==> src/rtl/bit_pari_pkg.sv <==
// Shared types and default widths for the three-channel count receiver.
package bit_pari_pkg;

    localparam int CW_DEF = 3;
    localparam int RW_DEF = 4;
    localparam int EW_DEF = 8;

    typedef enum logic [1:0] {
        IDLE,
        ACK,
        HELD
    } ch_state_t;

    typedef enum logic [1:0] {
        OIDLE,
        ODAV,
        OACK
    } out_state_t;

endpackage

==> src/rtl/hs_rx_channel.sv <==
// One input channel: accepts a single count per round and holds it, with rfd low,
// until the round has been forwarded downstream.
module hs_rx_channel
    import bit_pari_pkg::*;
#(
    parameter int CW = CW_DEF
) (
    input  logic          clock,
    input  logic          reset_,
    input  logic [CW-1:0] c,
    input  logic          dav_,
    output logic          rfd,
    output logic [CW-1:0] r,
    output logic          held,
    input  logic          release_pulse
);

    ch_state_t state;

    assign held = (state == HELD);

    // dav_ activity in ACK/HELD only advances ACK->HELD; no second capture per round
    always_ff @(posedge clock or negedge reset_) begin
        if (!reset_) begin
            state <= IDLE;
            rfd   <= 1'b1;
            r     <= '0;
        end else begin
            case (state)
                IDLE: begin
                    if (!dav_) begin
                        r     <= c;
                        rfd   <= 1'b0;
                        state <= ACK;
                    end
                end
                ACK: begin
                    if (dav_) begin
                        state <= HELD;
                    end
                end
                HELD: begin
                    if (release_pulse) begin
                        rfd   <= 1'b1;
                        state <= IDLE;
                    end
                end
                default: begin
                    rfd   <= 1'b1;
                    state <= IDLE;
                end
            endcase
        end
    end

endmodule

==> src/rtl/bit_pari_receiver.sv <==
// Collects one count from each of three channels, majority-votes them and forwards
// one result word per round, tracking the round index and a saturating mismatch count.
module bit_pari_receiver
    import bit_pari_pkg::*;
#(
    parameter int CW = CW_DEF,
    parameter int RW = RW_DEF,
    parameter int EW = EW_DEF
) (
    input  logic          clock,
    input  logic          reset_,
    input  logic [CW-1:0] c1,
    input  logic [CW-1:0] c2,
    input  logic [CW-1:0] c3,
    input  logic          dav1_,
    input  logic          dav2_,
    input  logic          dav3_,
    output logic          rfd1,
    output logic          rfd2,
    output logic          rfd3,
    output logic [CW-1:0] c_out,
    output logic          mismatch,
    output logic [RW-1:0] round,
    output logic          dav_out_,
    input  logic          rfd_out,
    output logic [EW-1:0] err_cnt
);

    logic [CW-1:0] r1, r2, r3;
    logic          held1, held2, held3;
    logic          rel;
    logic [CW-1:0] vote;
    logic          vote_mm;
    out_state_t    ostate;

    hs_rx_channel #(.CW(CW)) u_ch1 (
        .clock(clock), .reset_(reset_), .c(c1), .dav_(dav1_), .rfd(rfd1),
        .r(r1), .held(held1), .release_pulse(rel)
    );

    hs_rx_channel #(.CW(CW)) u_ch2 (
        .clock(clock), .reset_(reset_), .c(c2), .dav_(dav2_), .rfd(rfd2),
        .r(r2), .held(held2), .release_pulse(rel)
    );

    hs_rx_channel #(.CW(CW)) u_ch3 (
        .clock(clock), .reset_(reset_), .c(c3), .dav_(dav3_), .rfd(rfd3),
        .r(r3), .held(held3), .release_pulse(rel)
    );

    // With no pair agreeing, channel 1 is taken as the tie-break
    always_comb begin
        vote    = r1;
        vote_mm = !((r1 == r2) && (r2 == r3));
        if ((r1 == r2) || (r1 == r3)) begin
            vote = r1;
        end else if (r2 == r3) begin
            vote = r2;
        end
    end

    // Channels are still HELD during the release cycle, so rel blocks a phantom restart
    always_ff @(posedge clock or negedge reset_) begin
        if (!reset_) begin
            ostate   <= OIDLE;
            c_out    <= '0;
            mismatch <= 1'b0;
            round    <= '0;
            err_cnt  <= '0;
            dav_out_ <= 1'b1;
            rel      <= 1'b0;
        end else begin
            rel <= 1'b0;
            case (ostate)
                OIDLE: begin
                    if (held1 && held2 && held3 && !rel) begin
                        c_out    <= vote;
                        mismatch <= vote_mm;
                        dav_out_ <= 1'b0;
                        ostate   <= ODAV;
                    end
                end
                ODAV: begin
                    if (!rfd_out) begin
                        dav_out_ <= 1'b1;
                        ostate   <= OACK;
                    end
                end
                OACK: begin
                    if (rfd_out) begin
                        rel    <= 1'b1;
                        round  <= round + 1'b1;
                        if (mismatch && (err_cnt != '1)) begin
                            err_cnt <= err_cnt + 1'b1;
                        end
                        ostate <= OIDLE;
                    end
                end
                default: begin
                    dav_out_ <= 1'b1;
                    ostate   <= OIDLE;
                end
            endcase
        end
    end

endmodule
==> config.mk <==
export PLATFORM = sky130hd
export DESIGN_NAME = bit_pari_receiver
export DESIGN_NICKNAME = d
export VERILOG_FILES = /design/src/rtl/bit_pari_pkg.sv /design/src/rtl/hs_rx_channel.sv /design/src/rtl/bit_pari_receiver.sv
export SDC_FILE = /design/constraint.sdc
export NUM_CORES = 1
export LEC_CHECK = 0
export ABC_CLOCK_PERIOD_IN_PS = 5200
export CAP_MARGIN = 40
export CORE_ASPECT_RATIO = 1.25
export CORE_MARGIN = 8
export CORE_UTILIZATION = 50
export DETAILED_ROUTE_END_ITERATION = 10
export PLACE_DENSITY = 0.79
export SLEW_MARGIN = 10
export SYNTH_ARGS = -nofsm -noshare
export SYNTH_HDL_FRONTEND = slang
export SYNTH_SLANG_ARGS = --single-unit
==> constraint.sdc <==
create_clock -name clock -period 5.2 [get_ports clock]
set_input_delay 1.04 -clock clock [delete_from_list [all_inputs] [get_ports clock]]
set_output_delay 1.04 -clock clock [all_outputs]
set_load 0.02 [all_outputs]
* After elaboration in Yosys (flattened, before gate mapping)
Index checks and enable logic that the tools add are counted. W data, S select, Z words.
Word-level totals: register bits after elaboration 38, logic and storage cells 103, output and inout bits 20, input port bits 15
Cells by class: mux-type cells 28, bitwise operators 7, eq/ne operators 24, add/subtract/negate cells 2, reductions and logical operators 26
Operator list (number):
- $reduce_and A3 Y1 | 9
- $pmux W2 S3 | 4
- $mux W2 | 10
- $ne A2 B2 Y1 const B | 9
- $pmux W1 S3 | 4
- $reduce_and A2 Y1 | 5
- $eq A3 B3 Y1 | 3
- $add A8 B1 Y8 const B | 1
- $eq A2 B1 Y1 const B | 4
- $eq A2 B2 Y1 const B | 4
- $logic_not A2 Y1 | 4
- $mux W1 | 8
- $ne A8 B8 Y1 const B | 1
- $not A1 Y1 | 7
- $mux W3 | 2
- $ne A2 B1 Y1 const B | 3
- $logic_and A1 B1 Y1 | 5
- $add A4 B1 Y4 const B | 1
- $logic_not A1 Y1 | 2
- $logic_or A1 B1 Y1 | 1

* Depth between registers and ports, before layout
depth in word-level cells 6, gate-level depth with buffers 5, mapped depth without buffers 5

* Cells and area by module
Synthesis repeated with hierarchy kept, for this count alone.
Unflattened totals: cell total of the unflattened synthesis 150, area, all modules 1794.2 µm²
By module, submodules not included:
- bit_pari_receiver | times used 1, area each 1039.7 µm², cells each 99, seq. area each 501.7 µm²
- hs_rx_channel | times used 3, area each 251.5 µm², cells each 17, seq. area each 151.4 µm²

* Least setup slack after synthesis
No wires, ideal clock.
path kind input -> register, start input port rfd_out, end register err_cnt[1], slack 3.182 ns, cell stages on the path 3, library setup time 0.125 ns, path buffers 0, data required time 5.075 ns, arrival time 1.893 ns, path through nand4b_1 -> a41oi_1 -> mux2_2
Between the ends: word-level cells in the longest chain between the ends 1
RTL lines:
- start, declared | line bit_pari_receiver.sv:25 | input logic rfd_out,
- $reduce_and A3 Y1 (no line)
- end signal, assigned | line bit_pari_receiver.sv:94 | err_cnt <= err_cnt + 1'b1;
- end, declared | line bit_pari_receiver.sv:26 | output logic [EW-1:0] err_cnt
No other way between the ends. A chain may end at the register's enable or synchronous reset.

* Worst setup path after layout
start register u_ch1.rfd, end output port rfd1
RTL lines:
- start, declared | line hs_rx_channel.sv:12 | output logic rfd,
- start signal, assigned | line hs_rx_channel.sv:26 | rfd <= 1'b1;
- start signal, assigned | line hs_rx_channel.sv:33 | rfd <= 1'b0;
- start signal, assigned | line hs_rx_channel.sv:44 | rfd <= 1'b1;
- end, declared | line bit_pari_receiver.sv:18 | output logic rfd1,
No word-level cell between the ends.

==> qor.txt <==
Buffers on Ports: 34
CTS clk-pin slew, worst paths: 0.07 ns
Critical Path Sink: rfd1
HPWL Detailed: 2675 µm
Initial antenna violation count: 0
Cell family with most CP delay: buffers and inverters
Chip height: 81.15 µm
Gr ovfl total: 0
Pin count of the biggest net entering global routing: 39
Drt via density: 5.532
Starting Density: 52.68%
Clock root buffer: clkbuf_8
Number of synthesized flops with an enable pin: 0
CTS tree: done
Ant diodes: 0
First-pass GRT wire length: 5658 µm
Starting DRC count in detailed routing: 55
Period utilization: 47.78%
Top-area cell type share of the netlist area: 50.11%
Slew Viols, Final: 0
CTS H-tree depth: 2
FF-to-FF setup slack: 3.28 ns
Hold Buf Count CTS: 0
Worst VDD drop: 404.1 µV
Sequential share of the synthesized area: 56.30%
Die width: 68.12 µm
Critical path endpoint category: output port
Number of global-route vias before repair: 1231
Met2 usage: 22.30%
Fill count: 247
Die Area: 5528 µm²
Area leader, netlist: dfrtp_1
Leak: 0.9035 nW
Max-Cap Viols: 0
CTS sink cnt: 38
Final worst path period need: 2.485 ns
DR vias: 1228
WP buf/inv: 1
Pwr/cell area: 511.3 nW/µm²
Cells after Synth: 143
Critical path's largest stage delay: 0.61 ns
Core ar.: 3223 µm²
Detail Route Antenna Nets: 0
RSZ-0062 raised after global routing: false
# nets final: 201
Worst hold-check path type: reg -> reg
Syn_nets: 160
Mapped Area: 1698 µm²
Cts bufs inserted: 5
WP depth: 1
Synth area leaders: dfrtp_1 (50%), mux2_2 (7.3%), dfstp_2 (6.2%), xnor2_1 (5.7%), xor2_1 (4.6%)
Final setup TNS: 0 ns
Slew @ Worst Pin: 0.8391 ns
Max clock buf depth: 2
DR pass1 iterations: 4
Post-CTS Resized: 0
Yosys warnings: 0
Synth top cells by count: dfrtp_1 (34), nor2_1 (13), mux2_2 (11), xnor2_1 (11)
Drt wl/cell: 15.98 µm
Synth cell types: 33
CP required: 4.16 ns
Mapped Avg Cell Area: 11.87 µm²
Final Util: 67.00%
Achievable frequency: 0.4025 GHz
GR Util met3: 6.465%
I/O Pins: 35
Path depth of the worst reg2reg path: 4
Hold Vio Cnt, Final: 0
Tot GR Track Use: 13.61%
Critical Path AT: 1.44 ns
GR Util met1: 14.63%
Reg2reg start: err_cnt[0]$_DFFE_PN0P_
Critical Path Start: u_ch1.rfd$_DFFE_PN1P_
Status: completed
Most common cell in the netlist: dfrtp_1
Drt total wl: 3548 µm
DRC: 0
Slew HR: 44.06%
PnR Total Power: 1.104 mW
Synth Register Bits: 38
Reg2reg end: err_cnt[1]$_DFFE_PN0P_
Post-CTS Setup Inserts: 0
Gr busiest metal: met2
Cells along the critical path: clkdlybuf4s50_1
Slowest cell on crit path: clkdlybuf4s50_1
Top_reg_cell synth: dfrtp_1
Clk_lat worst skew: 0.29 ns
Worst setup SP type: register
Share of cells above drive strength 1: 13.51%
Row cnt: 23
GPL Wtd Cong: 0.7611
Async SR Flop Fraction: 100.0%
WS Path Type: reg -> out
# setup viols final: 0
Critical Path Fanout Max: 3
Layout area overhead: 27.19%
Final Skew: 0.004994 ns
cells by family after synthesis:
logic type	after synthesis	share of synthesized area (%)
mux	11	7.296
simple gates	49	15.84
flops	38	56.30
xor+xnor	20	10.32
fa+ha+maj	2	1.474
compound gates	19	7.885
buf+inv	4	0.8840
area by class of cell:
cell class	instances	area, µm²	share of cell area [%]
sequential	38	955.9	44.26
inverter	4	15.01	0.6952
clock buffer	8	80.08	3.708
tap	37	46.29	2.144
timing repair buffer	34	335.3	15.53
multi-input combinational	101	726.9	33.66
metal layers:
metal | vias to the layer above | routed length (µm)
li1 | 595 | -
met1 | 594 | 1454
met2 | 30 | 1770
met3 | 9 | 260
met4 | 0 | 63
met5 | - | 0
power breakdown:
part	internal [mW]	total (mW)	switching, mW
clock	0.0952	0.191	0.0958
combinational	0.210	0.402	0.192
sequential	0.399	0.511	0.113
total	0.704	1.10	0.400
through the flow:
stage          worst slack [ns]  cells  area [µm²]  hold slack [ns]
2_1_floorplan             3.182    143        1698           0.4703
3_3_place_gp              2.572    214        2079           0.4656
3_5_place_dp              2.469    214        2079           0.4650
4_1_cts                   2.693    222        2160           0.4830
5_1_grt                   2.680    222        2160           0.4942
6_report                  2.715    222        2160           0.4789
worst min-delay path by stage:
stage / slack (ns) / startpoint / end / cells after the start
after CTS: 0.48 / round[3]$_DFFE_PN0P_ / round[3]$_DFFE_PN0P_ / 1
after detailed placement: 0.47 / round[3]$_DFFE_PN0P_ / round[3]$_DFFE_PN0P_ / 1
after floorplan: 0.47 / u_ch1.state[1]$_DFFE_PN0P_ / u_ch1.state[0]$_DFFE_PN0P_ / 1
after global routing: 0.49 / round[3]$_DFFE_PN0P_ / round[3]$_DFFE_PN0P_ / 1
after global placement: 0.47 / round[3]$_DFFE_PN0P_ / round[3]$_DFFE_PN0P_ / 1
final: 0.48 / round[3]$_DFFE_PN0P_ / round[3]$_DFFE_PN0P_ / 1
placed cells by master, fill, tap and decap left out, types with 2 or more instances in the layout:
master | netlist | final
dfrtp_1 | 34 | 34
clkdlybuf4s50_1 | 0 | 33
nor2_1 | 13 | 13
xnor2_1 | 11 | 11
mux2_2 | 11 | 11
nand2_1 | 9 | 9
xor2_1 | 9 | 9
o21ai_0 | 7 | 7
nor3_1 | 6 | 6
nand3_1 | 5 | 5
clkbuf_8 | 0 | 5
inv_1 | 4 | 4
dfstp_2 | 4 | 4
nand4_1 | 3 | 3
clkbuf_1 | 0 | 3
and4_1 | 2 | 2
nand2b_1 | 2 | 2
a31oi_1 | 2 | 2
nand3b_1 | 2 | 2
o22a_1 | 2 | 2
ha_1 | 2 | 2
state kept, by name, indices dropped and copies added, names as in the netlist:
name         flops
rel              1
ostate           2
u_ch3.state      2
c_out            3
u_ch3.r          3
u_ch1.rfd        1
round            4
dav_out_         1
err_cnt          8
u_ch2.rfd        1
u_ch2.state      2
mismatch         1
u_ch1.state      2
u_ch3.rfd        1
u_ch2.r          3
u_ch1.r          3
(Power assumes the default switching activity.)
==> RTL edit 1, RTL diff (config.mk and constraints unchanged) <==
Make the reset (`reset_`) synchronous in 2 clocked blocks.
--- a/src/rtl/hs_rx_channel.sv
+++ b/src/rtl/hs_rx_channel.sv
@@ -20,7 +20,7 @@
     assign held = (state == HELD);
 
     // dav_ activity in ACK/HELD only advances ACK->HELD; no second capture per round
-    always_ff @(posedge clock or negedge reset_) begin
+    always_ff @(posedge clock) begin
         if (!reset_) begin
             state <= IDLE;
             rfd   <= 1'b1;
--- a/src/rtl/bit_pari_receiver.sv
+++ b/src/rtl/bit_pari_receiver.sv
@@ -60,7 +60,7 @@
     end
 
     // Channels are still HELD during the release cycle, so rel blocks a phantom restart
-    always_ff @(posedge clock or negedge reset_) begin
+    always_ff @(posedge clock) begin
         if (!reset_) begin
             ostate   <= OIDLE;
             c_out    <= '0;
Behaviour: differs if reset_ is asserted again (counterexample within 4 cycles, from zero or initial values and one cycle with reset_ low); with reset_ held inactive, the same outputs for 10 cycles.
==> RTL edit 1 against the unedited design <==
- final area fell by 2.3%
- critical path depth did not move
- core utilization fell by 0.92 points
- non-clock buffer count did not move
- maximum frequency rose by 2.6%
- setup slack improved by 0.064 ns
- routed wire length rose by 4.3%
- global-route usage rose by 1.5 points
- via count rose by 14%
- sequential cell count did not move
- synthesized area fell by 1.8%
- critical endpoint is now err_cnt[3]
- largest cell class is now multi-input gates
Power is not compared: it rests on default switching activity, and its combinational part moved more than twofold at a synthesized area within 25%.
==> RTL edit 1: results (changes against the unedited design) <==
status=complete, no violations (unchanged); Crit path arrival time=1.38 ns (was 1.44 ns); largest cells by area after synthesis=dfxtp_1 (46%), nor2_1 (7.4%), mux2i_1 (6.6%) (was dfrtp_1 (50%), mux2_2 (7.3%), dfstp_2 (6.2%)); initial antenna violation count=0 (unchanged); Leakage=0.864 nW; Setup crit start=err_cnt[3] (was u_ch1.rfd); top flop regs=err_cnt: 8 flops, round: 4 flops (unchanged); HPWL Detailed=2780 um (was 2680 um); Final Critical Period=2.42 ns (was 2.48 ns); WL/cell=14.6 um (was 16.0 um); Synth Area in Compound Gates=10.3% (was 7.89%); hold_sp=dav_out_ (was round[3]); number of global-route vias before repair=1461 (was 1231); placed cell area=2020 sq um (was 2080 sq um); WHS Endpoint=dav_out_ (was round[3]); Synth Area per Inst=9.16 sq um (was 11.9 sq um); Total GRT Usage=15.1% (was 13.6%); relative slew slack=43.4% (was 44.1%); Final Wtd Congestion=0.842 (was 0.761); Final Hold Slack=0.474 ns (was 0.479 ns); vias per inst=5.52 (was 5.53); xor/xnor cell area share of the yosys netlist=9.46% (was 10.3%); H-tree depth=2 (unchanged); Mapped Nets=199 (was 160); Worst R2R Setup Slack=3.60 ns (was 3.28 ns); Initial DRC Count=53 (was 55); FF-to-FF End=err_cnt[1] (unchanged); Comb power=0.0631 mW; Worst Path Max Fanout=7 (was 3); R2R Path Start=err_cnt[0] (unchanged); clock skew=0.00470 ns (was 0.00499 ns); mux cell area share after synthesis=6.61% (was 7.30%); hold path depth=2 (was 1); Comb pwr share=10.9%; Synth Area in Adders=1.50% (was 1.47%); Antenna diodes=0 (unchanged); clock-pin slew on the worst setup and hold paths=0.07 ns (about the same); CP peak stage delay=0.65 ns (was 0.61 ns); first-pass GRT wire length=6420 um (was 5660 um); commonest cells in the netlist=dfxtp_1 (38), nor2_1 (33), mux2i_1 (11) (was dfrtp_1 (34), nor2_1 (13), mux2_2 (11), xnor2_1 (11)); DRT Pass-1 Iters=4 (unchanged); layout cells sized above 1=6.91% (was 13.5%); fillers=264 (was 247); # nets final=233 (was 201); R2R cell count=5 (was 4); post-route insts no fill=254 (was 222); largest net degree at the start of global routing=30 (was 39); fraction of registers with async set/reset=0% (was 100%); Synth cell types=35 (was 33); sequential share of the synthesized area=45.6% (was 56.3%); DP Worst Slack=2.56 ns (was 2.47 ns); Worst Setup EP=err_cnt[3] (was rfd1); Slowest-stage cell, CP=clkdlybuf4s50_1 (unchanged)
RTL edit 1: cell count changes after synthesis, moves of 11 or more:
cell / before / now
dfxtp_1: 0 / 38
dfrtp_1: 34 / 0
nor2_1: 13 / 33
mux2_2: 11 / 0
mux2i_1: 0 / 11
RTL edit 1: final cells by class:
| type | instances | area, sq um | area share [%] |
|---|---|---|---|
| Multi-Input combinational cell | 133 | 857 | 40.6 |
| Sequential cell | 38 | 761 | 36.0 |
| Timing Repair Buffer | 34 | 340 | 16.1 |
| Clock buffer | 7 | 86.3 | 4.09 |
| Tap cell | 37 | 46.3 | 2.19 |
| Inverter | 4 | 15.0 | 0.711 |
| Clock inverter | 1 | 5.00 | 0.237 |
RTL edit 1: layer usage:
layer	global-route usage (%)	wire, um	part of all wire [%]
met1	15.9	1520	41
met2	25.5	1930	52
met3	5.42	160	4.3
met4	7.97	86	2.3
met5	0	0	0
==> RTL edit 2, RTL diff (same settings) <==
Without the edit above. Set the package constant `CW_DEF` to 6 (it was 3).
--- a/src/rtl/bit_pari_pkg.sv
+++ b/src/rtl/bit_pari_pkg.sv
@@ -1,7 +1,7 @@
 // Shared types and default widths for the three-channel count receiver.
 package bit_pari_pkg;
 
-    localparam int CW_DEF = 3;
+    localparam int CW_DEF = 6;
     localparam int RW_DEF = 4;
     localparam int EW_DEF = 8;
 
Ports: changed (resized c1, c2, c3 and c_out); port bits go from 35 to 47. No check against the original RTL was run, so the function may have changed too.
==> RTL edit 2 against the unedited design <==
- sequential cell count rose by 12
- power rose by 32%
- clock skew rose by 0.0033 ns
- setup slack improved by 0.0020 ns
- critical path depth did not move
- hold slack got worse by 0.0049 ns
- routed wire length rose by 15%
- cell count rose by 34%
- synthesized area rose by 31%
- final area rose by 33%
- largest cell class unchanged
==> RTL edit 2: results (changes against the unedited design) <==
Leakage=1.22 nW (was 0.903 nW); Slew @ Worst Pin=0.851 ns (was 0.839 ns); commonest cells in the netlist=dfrtp_1 (46), nor2_1 (24), mux2_2 (20) (was dfrtp_1 (34), nor2_1 (13), mux2_2 (11), xnor2_1 (11)); fillers=339 (was 247); Detailed Route WL=4090 um (was 3550 um); Initial DRC Count=27 (was 55); HPWL Detailed=3200 um (was 2680 um); Total GRT Usage=13.0% (was 13.6%); # nets final=264 (was 201); Setup crit start=dav_out_ (was u_ch1.rfd); WL/cell=13.8 um (was 16.0 um); CTS resizes=0 (unchanged); hold_sp=round[3] (unchanged); xor/xnor cell area share of the yosys netlist=11.4% (was 10.3%); Internal=0.950 mW (was 0.704 mW); R2R cell count=5 (was 4); Synth cell types=29 (was 33); first-pass GRT wire length=7090 um (was 5660 um); sequential share of the synthesized area=56.3% (about the same); Peak VDD IR=0.294 mV (was 0.404 mV); clock-pin slew on the worst setup and hold paths=0.09 ns (was 0.07 ns); Antenna diodes=0 (unchanged); CP delay by family, top=buffers and inverters (unchanged); largest cells by area after synthesis=dfrtp_1 (52%), mux2_2 (10%), xor2_1 (6.7%) (was dfrtp_1 (50%), mux2_2 (7.3%), dfstp_2 (6.2%)); DP Worst Slack=2.47 ns (about the same); placed insts=289 (was 214); Mapped Nets=210 (was 160); largest net degree at the start of global routing=34 (was 39); vias after detailed routing=1518 (was 1228); Synth Area in Compound Gates=5.89% (was 7.89%); H-tree depth=2 (unchanged); Final Wtd Congestion=0.766 (was 0.761); PortBufs=46 (was 34); mux cell area share after synthesis=12.8% (was 7.30%); status=complete, no violations (unchanged); Synth Area per Inst=12.1 sq um (was 11.9 sq um)
-- RTL edit 2: cell count changes after synthesis, sizes merged, moves of 2 or more --
cell,delta
nor2,+12
inv,-2
and4,-2
a21oi,+7
mux2,+9
mux2i,+6
a31oi,-2
xor2,+8
o21ai,-5
dfrtp,+12
-- RTL edit 2: kinds of logic (layout without fill, tap and decap cells) --
group           after synthesis  in the layout
xor+xnor                     29             29
buf+inv                       3             58
mux                          26             26
flops                        50             50
compound gates               18             18
fa+ha+maj                     2              2
simple gates                 56             56
-- RTL edit 2: metrics by stage --
step,hold slack [ns],area [sq um]
floorplan,0.470,2230
finish,0.474,2870
global placement,0.460,2750
global route,0.488,2870
detailed placement,0.462,2780
CTS,0.478,2870
-- RTL edit 2: worst reg2reg max path, delay by kind of cell, from the launching register on --
family | cells | cell delay, ns
compound gates | 1 | 0.16
flops | 1 | 0.45
simple gates | 4 | 1.29
-- RTL edit 2: power by group through the flow --
| stage | Sequential (mW) | Combinational (mW) | Clock (mW) |
|---|---|---|---|
| after global routing | 0.718 | 0.603 | 0.245 |
| after floorplan | 0.728 | 0.320 | 0 |
| after global placement | 0.695 | 0.536 | 0 |
| final | 0.689 | 0.548 | 0.224 |
| after detailed placement | 0.699 | 0.556 | 0 |
| after CTS | 0.691 | 0.559 | 0.231 |
-- RTL edit 2: layout make-up --
cell class	count	share of cell area [%]
inverters	2	0.262
repair buffers	48	16.8
clock inverters	1	0.175
multi-input cells	131	33.4
clock buffers	7	3.01
flip-flops and latches	50	43.8
well taps	58	2.53
-- RTL edit 2: path summary, 6_finish.rpt --
kind                         endpoint  slack (ns)
min                          round[3]        0.47
max in group asynchronous  u_ch3.r[5]        4.02
min reg2reg                  round[3]        0.47
max                          dav_out_        2.72
min in group asynchronous    round[0]        0.66
max reg2reg                  c_out[0]        3.21
-- RTL edit 2: routing by layer --
metal	routed length, um	global-route usage (%)
met4	70	5.14
met1	1780	15.8
met3	216	2.33
met5	0	0
met2	2020	21.7
